==> config.mk <==
export PLATFORM = sky130hd
export DESIGN_NAME = axis_throttle_fifo
export DESIGN_NICKNAME = d
export VERILOG_FILES = /design/src/rtl/axis_throttle_fifo.sv
export SDC_FILE = /design/constraint.sdc
export NUM_CORES = 1
export LEC_CHECK = 0
export BUFFER_PORTS_ARGS = -buffer_cell sky130_fd_sc_hd__buf_4
export CAP_MARGIN = 30
export CORE_MARGIN = 1
export CORE_UTILIZATION = 26
export DETAILED_ROUTE_END_ITERATION = 7
export HOLD_SLACK_MARGIN = 0.12
export PLACE_DENSITY = 0.47
export REMOVE_ABC_BUFFERS = 1
export SLEW_MARGIN = 5
export SYNTH_ARGS = -nofsm -noshare
export SYNTH_HDL_FRONTEND = slang
export SYNTH_SLANG_ARGS = --single-unit
==> constraint.sdc <==
create_clock -name clk -period 2.9 [get_ports clk]
set_clock_uncertainty 0.05 [all_clocks]
set_input_delay 0.29 -clock clk [delete_from_list [all_inputs] [get_ports clk]]
set_output_delay 0.29 -clock clk [all_outputs]
set_load 0.01 [all_outputs]
==> src/rtl/axis_throttle_fifo.sv <==
// AXI-Stream elastic buffer with first-word fall-through output, fill/packet
// counters and an optional periodic ready-throttle on the input side.
module axis_throttle_fifo #(
  parameter int unsigned DATA_W    = 8,
  parameter int unsigned DEPTH     = 4,
  parameter int unsigned READY_ON  = 3,
  parameter int unsigned READY_OFF = 2,
  parameter int unsigned LVL_W     = $clog2(DEPTH + 1)
) (
  input  logic              clk,
  input  logic              rst_n,
  input  logic              thr_en,
  input  logic [DATA_W-1:0] s_data,
  input  logic              s_valid,
  output logic              s_ready,
  input  logic              s_last,
  output logic [DATA_W-1:0] m_data,
  output logic              m_valid,
  input  logic              m_ready,
  output logic              m_last,
  output logic [LVL_W-1:0]  level,
  output logic [LVL_W-1:0]  pkt_cnt
);

  localparam int unsigned PtrW   = (DEPTH > 1) ? $clog2(DEPTH) : 1;
  localparam int unsigned Period = READY_ON + READY_OFF;
  localparam int unsigned CntW   = (Period > 1) ? $clog2(Period) : 1;

  // Each entry holds {last, data}
  logic [DATA_W:0]   mem_q [DEPTH];
  logic [PtrW-1:0]   wr_ptr_q, wr_ptr_d;
  logic [PtrW-1:0]   rd_ptr_q, rd_ptr_d;
  logic [LVL_W-1:0]  level_q, level_d;
  logic [LVL_W-1:0]  pkt_cnt_q, pkt_cnt_d;
  logic [CntW-1:0]   thr_cnt_q, thr_cnt_d;
  logic              s_ready_q, s_ready_d;
  logic              window_d;
  logic              push, pop;
  logic [DATA_W:0]   head;

  assign head    = mem_q[rd_ptr_q];
  assign m_valid = (level_q != '0);
  // Outputs are forced to zero while empty so stale entries never leak out
  assign m_data  = m_valid ? head[DATA_W-1:0] : '0;
  assign m_last  = m_valid ? head[DATA_W] : 1'b0;
  assign s_ready = s_ready_q;
  assign level   = level_q;
  assign pkt_cnt = pkt_cnt_q;

  assign push = s_valid & s_ready_q;
  assign pop  = m_valid & m_ready;

  // Pointer, level and packet-count next-state
  always_comb begin
    wr_ptr_d  = wr_ptr_q;
    rd_ptr_d  = rd_ptr_q;
    level_d   = level_q;
    pkt_cnt_d = pkt_cnt_q;
    if (push) begin
      wr_ptr_d = (wr_ptr_q == PtrW'(DEPTH - 1)) ? '0 : wr_ptr_q + PtrW'(1);
    end
    if (pop) begin
      rd_ptr_d = (rd_ptr_q == PtrW'(DEPTH - 1)) ? '0 : rd_ptr_q + PtrW'(1);
    end
    unique case ({push, pop})
      2'b10:   level_d = level_q + LVL_W'(1);
      2'b01:   level_d = level_q - LVL_W'(1);
      default: level_d = level_q;
    endcase
    unique case ({push & s_last, pop & m_last})
      2'b10:   pkt_cnt_d = pkt_cnt_q + LVL_W'(1);
      2'b01:   pkt_cnt_d = pkt_cnt_q - LVL_W'(1);
      default: pkt_cnt_d = pkt_cnt_q;
    endcase
  end

  // Throttle counter and registered ready; ready looks only at next-state so
  // m_ready never reaches s_ready combinationally
  always_comb begin
    thr_cnt_d = '0;
    window_d  = 1'b1;
    if (thr_en) begin
      thr_cnt_d = (thr_cnt_q == CntW'(Period - 1)) ? '0 : thr_cnt_q + CntW'(1);
    end
    if (READY_OFF != 0) begin
      window_d = (32'(thr_cnt_d) < READY_ON);
    end
    s_ready_d = (32'(level_d) < DEPTH) && window_d;
  end

  // Control state register
  always_ff @(posedge clk or negedge rst_n) begin
    if (!rst_n) begin
      wr_ptr_q  <= '0;
      rd_ptr_q  <= '0;
      level_q   <= '0;
      pkt_cnt_q <= '0;
      thr_cnt_q <= '0;
      s_ready_q <= 1'b0;
    end else begin
      wr_ptr_q  <= wr_ptr_d;
      rd_ptr_q  <= rd_ptr_d;
      level_q   <= level_d;
      pkt_cnt_q <= pkt_cnt_d;
      thr_cnt_q <= thr_cnt_d;
      s_ready_q <= s_ready_d;
    end
  end

  // Storage write; contents need no reset since level gates visibility
  always_ff @(posedge clk) begin
    if (push) begin
      mem_q[wr_ptr_q] <= {s_last, s_data};
    end
  end

endmodule

# Yosys cells after proc, flatten, opt, wreduce, memory -nomap -nowiden
# Memories as Yosys holds them, arrays and structs flattened.
# Index checks and enable logic that the tools add are counted.
# op_classes
addsub	7
n_reduce_logical	3
n_lt_le_gt_ge	2
mul	0
n_shift	0
div_mod_pow	0
mux	10
bitwise	4
eq_ne	7
# op_table
op	count
3-bit one-hot mux with 2 select lines	2
3-bit by 1-bit adder with 3-bit output (second input constant)	3
2-bit equality test (second input constant)	4
8-bit 2-to-1 mux	1
3-bit 2-to-1 mux	2
3-bit by 1-bit subtractor with 3-bit output (second input constant)	2
2-bit by 1-bit adder with 2-bit output (second input constant)	2
1-bit bitwise AND	4
2-bit by 1-bit equality test with 1-bit output (second input constant)	2
2-bit 2-to-1 mux	2
3-bit equality test (second input constant)	1
3-bit by 2-bit < comparator with 1-bit output (second input constant)	1
3-bit < comparator (second input constant)	1
1-bit 2-to-1 mux	3
3-bit nonzero test	1
2-bit nonzero test	1
1-bit logical AND	1
# totals
elab_cells	40
mem_bits_rw	36
regBits	14
in_bits	14
mem_count	1
latchBits	0
rom_bits	0
# memory_table
memory	depth	word_bits	read_ports	rd_clocked_by_memory_dff	write_ports	line_no	rtl
mem_q	4	9	1	0	1	30	logic [DATA_W:0] mem_q [DEPTH];

# Longest topological paths before layout
# depth
word_depth	6
ltp_mapped	9

# Worst setup path before layout
# OpenSTA, ideal clock, no wires.
# synth_path
path_type	reg-to-reg
start	register level_q[2], in the netlist level[2]
end	register s_ready_q, in the netlist s_ready
path_stages_with_launch	8
period_less_slack_ps	2346
n_path_buf	0
slack_ps	554
setup_ps	125
arrival_time_ps	2171
required_time_ps	2725
cell_sequence	dfrtp_1 -> or3_4 -> and2_4 -> ha_1 -> fa_1 -> xnor2_1 -> o21a_1 -> a2111oi_0
# synth_via
elab_chain_cells	6
# synth_lines
element	line_no	rtl
start: declaration	33	logic [LVL_W-1:0] level_q, level_d;
start signal: assignment	103	level_q <= level_d;
3-bit nonzero test (*)	42	assign m_valid = (level_q != '0);
1-bit bitwise AND (*)	51	assign pop = m_valid & m_ready;
via pop	38	logic push, pop;
2-bit by 1-bit equality test with 1-bit output / 2-bit equality test (equally long branches)	65	unique case ({push, pop})
3-bit one-hot mux with 2 select lines (*)	65	
3-bit < comparator (*)	88	s_ready_d = (32'(level_d) < DEPTH) && window_d;
1-bit logical AND (*)	88	
via s_ready_d	36	logic s_ready_q, s_ready_d;
end signal: assignment	106	s_ready_q <= s_ready_d;
end: declaration	36	
# Mark *: on every way through the listed nets, which the timed path passes. The rest lies on a longest branch.
# A chain may end at the register's enable or synchronous reset.

# Worst setup path after layout
# layout_path
start	register level_q[1], in the netlist level[1]
end	register s_ready_q, in the netlist s_ready
# Same word-level chain as after synthesis.

==> results_dict.tcl <==
set metrics [dict create \
    synth.most_common_cell "edfxtp_1" \
    drive_gt1_share_pct 35.2 \
    cts.clk_slew.worst_paths_ps 90 \
    timing.reg2reg.setup_slack_ps 260 \
    die-area_um2 8610 \
    fmax_mhz 379 \
    cp.arrival_ps 2750 \
    timing_worst_setup_path_type "reg2reg" \
    drv_slew 0 \
    finalHoldViolCount 0 \
    port_buffers 30 \
    grtUsageMet1_pct 11.8 \
    cp.depth 7 \
    die_y_um 92.8 \
    yosysTopAreaCell "edfxtp_1" \
    worstPathCellList "or3_4 -> and2_4 -> ha_1 -> fa_1 -> xnor2_1 -> o21a_1 -> a2111oi_0" \
    synth-seq-area-share_pct 66.8 \
    cts-buffers-inserted 5 \
    p_total_w 0.00249 \
    clockBufferDepth 2 \
    clkLatencyLatePin_ps 290 \
    synth_top_area_share_pct 50.5 \
    final_nets 184 \
    ys.flop_type "edfxtp_1" \
    wl_per_cell_um 14.9 \
    cap_viol_max_count 0 \
    cts_tree "done" \
    outcome "completed" \
    use_met3_pct 3.28 \
    whs_path_depth 1 \
    grtUsageMet2_pct 16.7 \
    ys_top_cells_by_count "edfxtp_1 (36), dfrtp_1 (14), and2_1 (10), ha_1 (9), mux4_2 (9)" \
    gr-max-usage-layer "met2" \
    drt-total-wl_um 3890 \
    hold_path.class "in2reg" \
    cp_max_fo 12 \
    r2r-start "level[1]$_DFFE_PN0N_" \
    antenna_cells 0 \
    vias 1140 \
    ys_seq_elements 50 \
    grt_max_degree 16 \
    globalplace.congestion 0.724 \
    io_pins 31 \
    syn_to_final_growth_pct 20.6 \
    antenna_found_initial 0 \
    root_buffer "clkbuf_8" \
    viasPerCell 4.37 \
    synth_edf_count 36 \
    setup_viol 0 \
    yosys_warnings 0 \
    synth_area_um2 2140 \
    cp_slowest_stage_delay_ps 460 \
    critPathBufInv 0 \
    ir_worst_vdd_mv 0.312 \
    synth.distinct_cells 29 \
    leakage_nw 1.00 \
    track_usage_pct 9.73 \
    slew_headroom_pct 61.9 \
    r2r_cells 7 \
    hold_ws_ps 143 \
    place_hpwl_um 2760 \
    period_share_pct 91.0 \
    p_per_area_nw_per_um2 966 \
    hold_start "s_data[4]" \
    start_util_pct 27.3 \
    worstHoldEndpoint "mem_q[2][4]$_DFFE_PP_" \
    synthCells 122 \
    required_ps 3010 \
    ys_top_cells_by_area "edfxtp_1 (50%), dfrtp_1 (16%), mux4_2 (9.5%)" \
    synth_area_per_cell_um2 17.6 \
    drt_pre_antenna_iters 4 \
    layout_min_cycle_time_ps 2640 \
    core_um2 7850 \
    synth-async-reset-ratio_pct 28.0 \
    htreeDepth 2 \
    rows 32 \
    r2r_end "s_ready$_DFF_PN0_" \
    setup.worst_path.start_class "register" \
    first_global_vias 1259 \
    cp_top_family "simple AND/OR/NAND/NOR gates" \
    first_iter_violations 30 \
    fillers 787 \
    antenna_left 0 \
    grt-ovfl-total 0 \
    cts.sink_count 50 \
    max_slew.worst_pin.slew_ps 572 \
    cts.repair.resized 0 \
    rsz0062_at_grt "false" \
    worstSetupEndpointType "register" \
    route.detailed.drc 0 \
    die_w_um 92.8 \
    setup_tns_ps 0 \
    grt_pass1_wl_um 6300 \
    slowest_stage "or3_4" \
]
layout make-up:
type	instances	area, µm²	share of cell area [%]
clock buffer	5	68.8	2.66
clock inverter	2	15.0	0.581
timing repair buffer	33	250	9.69
inverter	8	30.0	1.16
sequential	50	1430	55.4
multi-input combinational	61	659	25.5
tap	102	128	4.94
sequential cells by signal, summed over array words and instances (netlist names):
register	cells
pkt_cnt	3
s_ready	1
mem_q	36
level	3
thr_cnt_q	3
rd_ptr_q	2
wr_ptr_q	2
worst max path at each step:
stage | start | end | slack [ps]
3_5_place_dp | level[1]$_DFFE_PN0N_ | s_ready$_DFF_PN0_ | 260
4_1_cts | level[1]$_DFFE_PN0N_ | s_ready$_DFF_PN0_ | 220
3_3_place_gp | level[2]$_DFF_PN0_ | s_ready$_DFF_PN0_ | 430
5_1_grt | level[1]$_DFFE_PN0N_ | s_ready$_DFF_PN0_ | 80
2_1_floorplan | level[2]$_DFF_PN0_ | s_ready$_DFF_PN0_ | 490
6_report | level[1]$_DFFE_PN0N_ | s_ready$_DFF_PN0_ | 260
logic make-up after synthesis:
group | synth area share, %
AND/OR/NAND/NOR | 7.54
multiplexers | 12.4
AO/OA/AOI/OAI | 1.69
buffers and inverters | 2.39
adder cells (fa/ha/maj) | 7.13
XOR/XNOR | 2.04
flip-flops | 66.8
cell usage in the layout (no fill, tap or decap), types with 2 or more instances in the layout:
cell type / n
edfxtp_1: 36
nor2_1: 2
dfrtp_1: 14
clkinvlp_4: 2
ha_1: 9
buf_4: 32
xor2_1: 2
clkbuf_8: 5
xnor2_1: 3
mux2_4: 2
mux2_2: 2
and3_1: 5
fa_1: 2
inv_1: 8
nor3_1: 2
mux4_2: 9
and2_1: 10
repair_timing:
item	in CTS	in global routing
setup endpoints to repair	0	0
hold buffers	1	0
setup buffers	0	0
endpoints found under the hold margin	14	0
per-stage QoR:
step | cells | util (%) | setup WS [ps] | area, µm²
2_1_floorplan | 119 | - | 485 | 2120
3_3_place_gp | 253 | 31.7 | 428 | 2490
3_5_place_dp | 253 | 31.7 | 265 | 2490
4_1_cts | 261 | 32.9 | 216 | 2580
5_1_grt | 261 | 32.9 | 76.6 | 2580
6_report | 261 | 32.9 | 261 | 2580
power by group:
part / total (W) / switching (W) / leakage, nW / internal (W)
Sequential: 0.00103 / 0.0000949 / 0.496 / 0.000933
Clock: 0.000383 / 0.000219 / 0.0362 / 0.000165
Combinational: 0.00108 / 0.000496 / 0.471 / 0.000587
per-layer routing:
metal,share of wire [%],up-vias
met3,5.6,2
met4,0.33,0
met1,43,592
met2,51,27
met5,0,-
li1,-,519
Note: power is estimated with default switching activity, not from simulation.
